`config.mk`:
```
export PLATFORM = sky130hd
export DESIGN_NAME = rf_writeback_queue
export DESIGN_NICKNAME = d
export VERILOG_FILES = /design/src/rtl/rf_writeback_queue.sv
export SDC_FILE = /design/constraint.sdc
export NUM_CORES = 1
export LEC_CHECK = 0
export CORE_ASPECT_RATIO = 1.75
export CORE_MARGIN = 1.5
export CORE_UTILIZATION = 60
export DETAILED_ROUTE_END_ITERATION = 7
export GPL_TIMING_DRIVEN = 0
export PLACE_DENSITY = 0.82
export SYNTH_ARGS = -nofsm -noshare
export SYNTH_HDL_FRONTEND = slang
export SYNTH_SLANG_ARGS = --single-unit
```
`constraint.sdc`:
```
create_clock -name clk -period 8.42 [get_ports clk]
set_input_delay 1.684 -clock clk [delete_from_list [all_inputs] [get_ports clk]]
set_output_delay 1.684 -clock clk [all_outputs]
set_load 0.03 [all_outputs]
```
`src/rtl/rf_writeback_queue.sv`:
```
// rf_writeback_queue: in-order writeback buffer in front of the single
// register-file write port. It takes results from the ALU (port A) and the
// load unit (port B) and drains one entry per cycle onto we3/wa3/wd3. It also
// answers a pending-write lookup so decode can forward or stall.
module rf_writeback_queue #(
    parameter int DEPTH  = 4,
    parameter int DATA_W = 32,
    localparam int PW    = (DEPTH > 1) ? $clog2(DEPTH) : 1,
    localparam int CW    = PW + 1
) (
    input  logic              clk,
    input  logic              rst_n,
    input  logic              flush,

    input  logic              a_valid,
    output logic              a_ready,
    input  logic [4:0]        a_addr,
    input  logic [DATA_W-1:0] a_data,

    input  logic              b_valid,
    output logic              b_ready,
    input  logic [4:0]        b_addr,
    input  logic [DATA_W-1:0] b_data,

    output logic              we3,
    output logic [4:0]        wa3,
    output logic [DATA_W-1:0] wd3,

    input  logic [4:0]        q_addr,
    output logic              q_hit,
    output logic [DATA_W-1:0] q_data,

    output logic [CW-1:0]     count,
    output logic              empty,
    output logic              full
);

    // Circular storage; entries are not reset, validity comes from count.
    logic [4:0]        mem_addr [DEPTH];
    logic [DATA_W-1:0] mem_data [DEPTH];

    logic [PW-1:0] head;
    logic [PW-1:0] tail;

    logic [CW-1:0] free;
    logic          a_push;
    logic          b_push;
    logic          pop;
    logic [PW-1:0] a_idx;
    logic [CW-1:0] n_push;
    logic [CW-1:0] count_nxt;

    // Ready from registered occupancy only: a same-cycle pop never frees a slot,
    // and A needs two free slots when B is also offering (B is enqueued first).
    always_comb begin
        free    = CW'(DEPTH) - count;
        b_ready = (free >= CW'(1));
        a_ready = b_valid ? (free >= CW'(2)) : (free >= CW'(1));
    end

    // Push/pop decode; writes to r0 are accepted but dropped, flush drops all.
    always_comb begin
        b_push    = b_valid && b_ready && (b_addr != 5'd0) && !flush;
        a_push    = a_valid && a_ready && (a_addr != 5'd0) && !flush;
        pop       = (count != '0);
        a_idx     = tail + PW'(b_push);
        n_push    = CW'(a_push) + CW'(b_push);
        count_nxt = count + n_push - CW'(pop);
    end

    // ---- enqueue stage: store accepted entries, older load (B) first ----
    always_ff @(posedge clk) begin
        if (b_push) begin
            mem_addr[tail] <= b_addr;
            mem_data[tail] <= b_data;
        end
        if (a_push) begin
            mem_addr[a_idx] <= a_addr;
            mem_data[a_idx] <= a_data;
        end
    end

    // ---- drain stage: pointers, occupancy and the registered write port ----
    always_ff @(posedge clk) begin
        if (!rst_n) begin
            head  <= '0;
            tail  <= '0;
            count <= '0;
            we3   <= 1'b0;
            wa3   <= '0;
            wd3   <= '0;
        end else if (flush) begin
            head  <= '0;
            tail  <= '0;
            count <= '0;
            we3   <= 1'b0;
        end else begin
            tail  <= tail + PW'(n_push);
            count <= count_nxt;
            we3   <= pop;
            if (pop) begin
                head <= head + PW'(1);
                wa3  <= mem_addr[head];
                wd3  <= mem_data[head];
            end
        end
    end

    // Lookup walks oldest to youngest so the last match (closest to tail) wins.
    always_comb begin
        logic [PW-1:0] idx;
        q_hit  = 1'b0;
        q_data = '0;
        idx    = head;
        for (int i = 0; i < DEPTH; i++) begin
            idx = head + PW'(i);
            if ((CW'(i) < count) && (q_addr != 5'd0) && (mem_addr[idx] == q_addr)) begin
                q_hit  = 1'b1;
                q_data = mem_data[idx];
            end
        end
    end

    // Status flags track the registered occupancy.
    always_comb begin
        empty = (count == '0);
        full  = (count == CW'(DEPTH));
    end

endmodule
```
; ---- Word level (Yosys, flattened, before mapping)
; Memories as Yosys holds them, arrays and structs flattened. A register that Yosys moved wholly into a read port is not among the register bits.
; Cells that the tools add are included.
[word_totals]
regBits = 45
latch_bits = 0
ram_bits = 148
rom_bits = 0
input_bits = 84
out_inout_bits = 78
elab_cells = 69
memories = 2
[classes]
add_sub_neg = 9
multipliers = 0
div_mod_pow = 0
magnitude_cmp = 6
n_eq_ne = 5
shift = 0
mux = 17
bitwise_logic = 2
n_reduce_logical = 22
[memory_table]
columns = name, depth, word_bits, rd, rd_ports_with_merged_regs, write_ports, line_no
row1 = mem_data, 4, 32, 4, 1, 2, 40  ; logic [DATA_W-1:0] mem_data [DEPTH];
row2 = mem_addr, 4, 5, 4, 1, 2, 39  ; logic [4:0] mem_addr [DEPTH];
[op_table]
columns = cell, count
row1 = 32-bit 2-to-1 mux, 4
row2 = 5-bit == test, 4
row3 = 5-bit nonzero test, 3
row4 = 1-bit logical AND, 14
row5 = 1-bit 2-to-1 mux, 9
row6 = 2-bit 2-to-1 mux, 4
row7 = "1-bit by 3-bit less-than comparator with 1-bit output, first input constant", 2
row8 = "2-bit by 3-bit less-than comparator with 1-bit output, first input constant", 2
row9 = "2-bit adder, second input constant", 2
row10 = 3-bit by 2-bit adder with 3-bit output, 1
row11 = "3-bit == test, second input constant", 1
row12 = "3-bit by 1-bit >= comparator with 1-bit output, second input constant", 1
row13 = "3-bit by 2-bit >= comparator with 1-bit output, second input constant", 1
row14 = 3-bit zero test, 1
row15 = 3-bit nonzero test, 1
row16 = 3-bit by 1-bit subtractor with 3-bit output, 1
row17 = "3-bit subtractor, first input constant", 1
row18 = 1-bit by 1-bit adder with 2-bit output, 1
row19 = 2-bit by 1-bit adder with 2-bit output, 1
row20 = "2-bit by 1-bit adder with 2-bit output, second input constant", 1
row21 = 2-bit adder, 1
row22 = 1-bit NOT, 2
row23 = 2-bit AND reduction, 1
row24 = 2-bit OR reduction, 1
row25 = 1-bit zero test, 1

; ---- Longest topological paths before layout
; Gate-level depths: netlist (run 1).
[depth]
word_depth = 9
depth_mapped = 15
ltp_nobuf = 15

; ---- Worst setup path before layout (run 1)
; Ideal clock, no wire load.
[synth_path]
path_kind = input port to output port
start = in q_addr[1]
end = out q_data[30]
t_arrival_ns = 3.730
t_required_ns = 6.736
slack_ns = 3.006
stages = 8
path_buffers = 2
cell_sequence = clkbuf_1 -> nor3_1 -> a211oi_2 -> a21oi_1 -> a2111oi_4 -> buf_6 -> mux2i_1 -> o221ai_1
[synth_via]
elab_chain_cells = 7
elab_cells_between_ends = 17
cone_classes = 4 x eq/ne / 4 x mux / 9 x reduce/logical
[synth_lines]
columns = item, line_no
row1 = from (decl), 29  ; input logic [4:0] q_addr,
row2 = 5-bit nonzero test, 117  ; if ((CW'(i) < count) && (q_addr != 5'd0) && (mem_addr[idx] == q_addr)) begin
row3 = 1-bit logical AND (2 in series), 117
row4 = 32-bit 2-to-1 mux (3 in series), 117
row5 = 32-bit 2-to-1 mux *, 117
row6 = to (decl), 31  ; output logic [DATA_W-1:0] q_data,
; Every way passes the cells marked *; elsewhere a longest branch is shown, timed or not.

; ---- Final worst setup path (run 1)
[layout_path]
start = in q_addr[4]
end = out q_data[30]
; The elaborated chain is that of the path after synthesis.

==> results of run 1 <==
==> worst paths after layout <==
path | slack (ps) | from | cells past startpoint | to
min reg2reg | 460 | wd3[3] | 2 | wd3[3]
max reg2reg | 3440 | count[0] | 13 | mem_data[3][15]
min | 460 | wd3[3] | 2 | wd3[3]
max | 1950 | q_addr[4] | 9 | q_data[30]
==> metal layers <==
| metal | vias up | share of wire | GRT usage |
|---|---|---|---|
| li1 | 4245 | - | - |
| met1 | 4919 | 0.32 | 0.382 |
| met2 | 665 | 0.52 | 0.579 |
| met3 | 169 | 0.093 | 0.0833 |
| met4 | 0 | 0.059 | 0.193 |
| met5 | - | 0 | 0 |
==> cell usage after synthesis (3+ instances only) <==
cell      count  area, sq um
nor3_1        7         35.0
mux4_1        3         78.8
nor2_1       11         41.3
clkbuf_1     47          176
xnor2_1      15          131
and2_1        5         31.3
a21oi_1       4         20.0
o21ai_0       3         15.0
buf_1        18         67.6
dfxtp_1      47          941
nand2_1     112          420
buf_4         4         30.0
o221ai_1      4         35.0
mux2_2      148         1670
mux2i_1      36          360
inv_1        12         45.0
edfxtp_1    148         4440
o221ai_2     28          420
buf_6         4         45.0
buf_2        16         80.1
mux4_2      143         3220
nand3_1      37          185
a21boi_0     37          278
ha_1         11          138
and3_1       32          200
nor2b_1       5         31.3
xor2_1        9         78.8
==> sequential cells by signal, indices dropped and copies added (netlist names), named ones only <==
name,count
wd3,32
tail,2
we3,1
mem_data,128
head,2
wa3,5
count,3
mem_addr,20
==> stage by stage <==
| stage | setup WS, ps | utilization | setup TNS (ps) | hold WS (ps) |
|---|---|---|---|---|
| 2_1_floorplan | 3010 | - | 0 | 536 |
| 3_3_place_gp | -87.0 | 0.696 | -4010 | 449 |
| 3_5_place_dp | 1930 | 0.703 | 0 | 456 |
| 4_1_cts | 1930 | 0.729 | 0 | 466 |
| 5_1_grt | 1810 | 0.729 | 0 | 486 |
| 6_report | 1950 | 0.729 | 0 | 460 |
==> logic make-up after synthesis <==
family          after synthesis  share of synthesized area
fa+ha+maj                    12                     0.0118
flops                       195                      0.401
buf+inv                     101                     0.0331
mux                         330                      0.397
simple gates                217                     0.0750
compound gates               88                     0.0661
xor+xnor                     24                     0.0157
==> power breakdown <==
group          switching (mW)  internal [mW]  total (mW)  leakage (nW)
clock                   0.373          0.433       0.806         0.272
sequential              0.124           1.24        1.36          1.73
combinational           0.982          0.786        1.77          3.02
==> critical path: cells and delay by family <==
kind	cells	cell delay (ps)
muxes	1	60
and+or+nand+nor	2	350
buffers and inverters	3	1730
AOI/OAI and AO/OA	3	960
==> final cells by class <==
type / instances / area (sq um) / area share
Antenna cell: 2 / 5.00 / 0.000311
Timing Repair Buffer: 162 / 1690 / 0.105
Clock buffer: 17 / 425 / 0.0264
Tap cell: 296 / 370 / 0.0230
Clock inverter: 15 / 140 / 0.00871
Multi-Input combinational cell: 671 / 7630 / 0.474
Inverter: 12 / 45.0 / 0.00280
Buffer: 89 / 399 / 0.0248
Sequential cell: 195 / 5390 / 0.335
==> metrics.txt, run 1 <==
status=completed; Tcrit/Tclk final=0.769; DRC Markers=0; CORE AREA=about 22000 sq um; count of cell types in the netlist=46; initial antenna violation count=2; final hold violations=0; Max clock buf depth=2; drt wl/cell=26.0 um; Max Slew Vio Count=0; Startpoint Class=input pin; Final Skew=9.48 ps; placed cell area=roughly 16000 sq um; Cell Pwr Density=245 nW/um^2; Worst slew margin=0.290; Peak VDD IR=between 0.2 and 0.25 mV; placed insts=1425; CTS Buf Count=17; final setup fails=0; vias in the first global route=approximately 10000; placer congestion estimate=roughly 0.9; Setup Buffers After CTS=0; P_leak=around 5 nW; I/O pin count=between 150 and 200; std cell rows=between 70 and 80; Worst setup EP type=output port; Post-synth top flop=edfxtp_1; Cell Count, Final, Fillers Out=roughly 1500; first-pass GRT wire length=around 57 mm; yosys warns=0; Initial Util=0.608; Post-DP HPWL=26.9 mm; max-cap check violation count=0; chip height=roughly 200 um; cts hold-fix bufs=0; Final min period=approximately 6500 ps; commonest cells after routing, fill and taps aside=clkdlybuf4s50_1 (157), mux2_2 (148), edfxtp_1 (148); crit path DAT=4790 ps; Clk Tree Root Cell=clkbuf_16; hold crit path type=register to register; drt pass-1 iters=6; Port Buffer Count=around 160; CTS tree=built; post-synth design cell area=between 10000 and 15000 sq um; RSZ-0062 raised after global routing=no; design area=about 16000 sq um; Slowest-stage cell, CP=clkdlybuf4s50_1; post-synthesis sequential area ratio=0.401; Area Growth Syn to Fin=19.9%; CTS Sinks=about 200; initial DRC count=between 1000 and 1500; Critical Path Max Stage Delay=between 700 and 800 ps; CP Cell Sequence=clkdlybuf4s50_1 -> nor2_1 -> a2111oi_0 -> a31o_2 -> clkbuf_1 -> and3_1 -> mux2i_1 -> o221ai_1 -> clkdlybuf4s50_1; largest net degree at the start of global routing=23; Total Power=3.94 mW; Skew-Pair Late Insertion Delay=470 ps; fmax=roughly 0.15 GHz; Async SR Flop Fraction=0; flop and latch count out of synthesis=195; Clk pin slew, worst setup/hold paths=approximately 70 ps; Syn Area/Cell=~14 sq um; fin nets=1244; Post-Synthesis Net Count=about 1100; total number of vias=between 9000 and 10000; die area=approximately 23000 sq um; Post-Syn Instances=between 900 and 1000; detailed-route wire length=between 30 and 40 mm; Global Route Usage Sum=0.340; Routed Antenna Nets=0; critical path required time=slightly below 7000 ps; Worst Max-Slew Pin Slew=roughly 1100 ps; post-CTS sizing=0; Clock H-tree levels=4; CP max FO=10; commonest non-fill, non-tap cell in the layout=clkdlybuf4s50_1; CP Class=input pin to output port; grt total ovfl=0; Die X=between 100 and 150 um; Vias/cell=about 6.9; layout cells sized above 1=0.333; Most common cell on crit path=clkdlybuf4s50_1; Filler Cell Count=roughly 1500; EDFF count, synth=between 100 and 150
(Power assumes the default switching activity.)
==> run 2, diff against run 1 <==
--- a/config.mk
+++ b/config.mk
@@ -7,10 +7,10 @@
 export LEC_CHECK = 0
 export CORE_ASPECT_RATIO = 1.75
 export CORE_MARGIN = 1.5
-export CORE_UTILIZATION = 60
+export CORE_UTILIZATION = 57
 export DETAILED_ROUTE_END_ITERATION = 7
 export GPL_TIMING_DRIVEN = 0
-export PLACE_DENSITY = 0.82
+export PLACE_DENSITY = 0.78
 export SYNTH_ARGS = -nofsm -noshare
 export SYNTH_HDL_FRONTEND = slang
 export SYNTH_SLANG_ARGS = --single-unit
==> constraint.sdc (replaced) <==
create_clock -name clk -period 6.35 [get_ports clk]
set_input_delay 1.27 -clock clk [delete_from_list [all_inputs] [get_ports clk]]
set_output_delay 1.27 -clock clk [all_outputs]
set_load 0.03 [all_outputs]
==> metrics.txt, run 2 (synthesis results as in run 1) <==
status=completed (unchanged); initial antenna violation count=0 (was 2); initial DRC count=947 (was 1006); Startpoint Class=register (was input pin); Final Skew=9.77 ps (was 9.48 ps); Setup Buffers After CTS=0 (unchanged); Most common cell on crit path=clkbuf_1 (was clkdlybuf4s50_1); Register Area=5390 sq um (unchanged); CP delay by family, top=buffers and inverters (unchanged); fin nets=1243 (was 1244); Clk pin slew, worst setup/hold paths=80 ps (was 70 ps); vias in the first global route=10400 (was 10300); chip height=206 um (was 201 um); area occupied by multi-input gates=7630 sq um (unchanged); final setup fails=0 (unchanged); Global Route Usage Sum=0.337 (was 0.340); CP Cell Sequence=clkbuf_1 -> mux4_2 -> xor2_1 -> nor4_2 -> clkbuf_1 -> and3_1 -> mux2i_1 -> o221ai_1 -> clkdlybuf4s50_1 (was clkdlybuf4s50_1 -> nor2_1 -> a2111oi_0 -> a31o_2 -> clkbuf_1 -> and3_1 -> mux2i_1 -> o221ai_1 -> clkdlybuf4s50_1); CTS tree=built (unchanged); placer congestion estimate=0.871 (was 0.881); Peak VDD IR=0.247 mV (was 0.217 mV); ANT cells=0 (was 2); Skew-Pair Late Insertion Delay=470 ps (about the same); Max clock buf depth=2 (unchanged); Worst slew margin=0.281 (was 0.290); post-CTS sizing=0 (unchanged); switching power total=2.00 mW (was 1.48 mW); CTS Sinks=195 (unchanged); Clk Tree Root Cell=clkbuf_16 (unchanged); Largest regs=mem_data (128), wd3 (32), mem_addr (20) (unchanged); crit path DAT=4690 ps (was 4790 ps); Tcrit/Tclk final=0.939; max reg flops=128 (unchanged); I/O pin count=162 (unchanged); Slowest-stage cell, CP=nor4_2 (was clkdlybuf4s50_1); Util after Layout=0.691 (was 0.729); P_leak=5.00 nW (was 5.02 nW); commonest cells after routing, fill and taps aside=clkdlybuf4s50_1 (157), mux2_2 (148), edfxtp_1 (148) (unchanged); DRC Markers=0 (unchanged); Vias/cell=6.85 (about the same); Initial Util=0.577 (was 0.608); Cell Pwr Density=324 nW/um^2 (was 245 nW/um^2); Final min period=between 5000 and 6000 ps; Worst setup EP type=output port (unchanged); drt pass-1 iters=5 (was 6); Area Growth Syn to Fin=19.7% (was 19.9%); cts hold-fix bufs=0 (unchanged); CP max FO=10 (unchanged); part of the power in registers=0.349 (was 0.346); Worst Hold Depth=2 (unchanged); largest register by flop count=mem_data (unchanged); Pint=3.20 mW (was 2.46 mW); first-pass GRT wire length=60.4 mm (was 57.5 mm); total number of vias=10000 (was 9998); detailed-route wire length=39.7 mm (was 38.0 mm); Worst Hold End=wd3[2] (was wd3[3]); Max Slew Vio Count=0 (unchanged); r2r endpoint=mem_data[3][14] (was mem_data[3][15]); switching share of power=0.385 (was 0.376); Post-DP HPWL=28.0 mm (was 26.9 mm); setup TNS=0 ps (unchanged); FF-to-FF setup slack=1520 ps (was 3440 ps); fmax=~0.17 GHz; largest net degree at the start of global routing=23 (unchanged); drt wl/cell=27.1 um (was 26.0 um); Filler Cell Count=1626 (was 1471); Critical Path Max Stage Delay=940 ps (was 750 ps); hold crit path type=register to register (unchanged); Worst Max-Slew Pin Slew=1070 ps (about the same); RSZ-0062 raised after global routing=no (unchanged); CTS Buf Count=17 (unchanged); std cell rows=74 (was 72); Reg2Reg Launch Point=count[0] (unchanged); worst r2r path cells=13 (unchanged); commonest non-fill, non-tap cell in the layout=clkdlybuf4s50_1 (unchanged); min-delay src=wd3[2] (was wd3[3]); max-cap check violation count=0 (unchanged); Routed Antenna Nets=0 (unchanged); CP Class=register to output port (was input pin to output port); grt total ovfl=0 (unchanged); CORE AREA=23200 sq um (was 22100 sq um); Port Buffer Count=157 (unchanged); Clk pwr share=0.200 (was 0.205); Clock H-tree levels=4 (unchanged); layout cells sized above 1=0.335 (was 0.333); die area=24500 sq um (was 23300 sq um); final hold violations=0 (unchanged); worst path bufs/invs=3 (unchanged); Comb pwr share=0.451 (was 0.449); Die X=119 um (was 116 um); critical path required time=5080 ps (was 6740 ps)
run 2: cell types whose count changed in the layout (fill, tap and decap cells not counted), sizes merged:
cell      delta
buf          -1
clkinvlp     +2
bufinv       -2
inv          +5
diode        -2
clkinv       -5
run 2: power groups by stage:
stage | logic [mW] | clock network, mW | registers [mW]
finish | 2.34 | 1.04 | 1.81
global route | 2.48 | 1.09 | 1.84
CTS | 2.34 | 1.04 | 1.81
detailed placement | 2.33 | 0 | 1.83
global placement | 2.25 | 0 | 1.84
floorplan | 1.41 | 0 | 1.93
run 2: layer usage:
| metal | up-vias | track usage | wire, um |
|---|---|---|---|
| met5 | - | 0 | 0 |
| met4 | 0 | 0.216 | 2520 |
| met3 | 163 | 0.0673 | 3130 |
| met2 | 614 | 0.601 | 21100 |
| met1 | 5018 | 0.363 | 13000 |
| li1 | 4232 | - | - |
run 2: worst max-delay path by stage:
| stage | end | depth (start not counted) | start |
|---|---|---|---|
| finish | q_data[30] | 9 | register |
| global route | q_data[30] | 9 | register |
| CTS | q_data[30] | 9 | register |
| detailed placement | q_data[30] | 9 | q_addr[4] |
| global placement | mem_data[1][15] | 5 | flush |
| floorplan | mem_addr[3][0] | 9 | count[1] |
run 2: layout make-up:
class / count / area share
Inverter: 12 / 0.00281
Multi-Input combinational cell: 671 / 0.476
Clock buffer: 17 / 0.0265
Tap cell: 304 / 0.0237
Clock inverter: 15 / 0.00779
Timing Repair Buffer: 161 / 0.103
Sequential cell: 195 / 0.335
Buffer: 89 / 0.0249
run 2: per-stage QoR:
step | instances | hold WS, ps | setup WS (ps) | total power [mW] | instance area (sq um)
floorplan | 967 | 536 | 1190 | 3.34 | 13400
global placement | 1428 | 450 | -1860 | 4.09 | 15400
detailed placement | 1432 | 457 | 666 | 4.17 | 15500
CTS | 1464 | 467 | 562 | 5.19 | 16100
global route | 1464 | 477 | 365 | 5.41 | 16100
finish | 1464 | 462 | 390 | 5.20 | 16100
run 2: tightest hold or removal path: stages, from the launching register on:
cell,delay (ps)
dfxtp_1,310
nand2_1,40
a21boi_0,60
==> run 3, diff against run 2 <==
--- a/config.mk
+++ b/config.mk
@@ -5,6 +5,7 @@
 export SDC_FILE = /design/constraint.sdc
 export NUM_CORES = 1
 export LEC_CHECK = 0
+export ABC_AREA = 0
 export CORE_ASPECT_RATIO = 1.75
 export CORE_MARGIN = 1.5
 export CORE_UTILIZATION = 57
==> results of run 3 <==
Same layout as run 2: the final DEF is identical, and so are final timing and power.
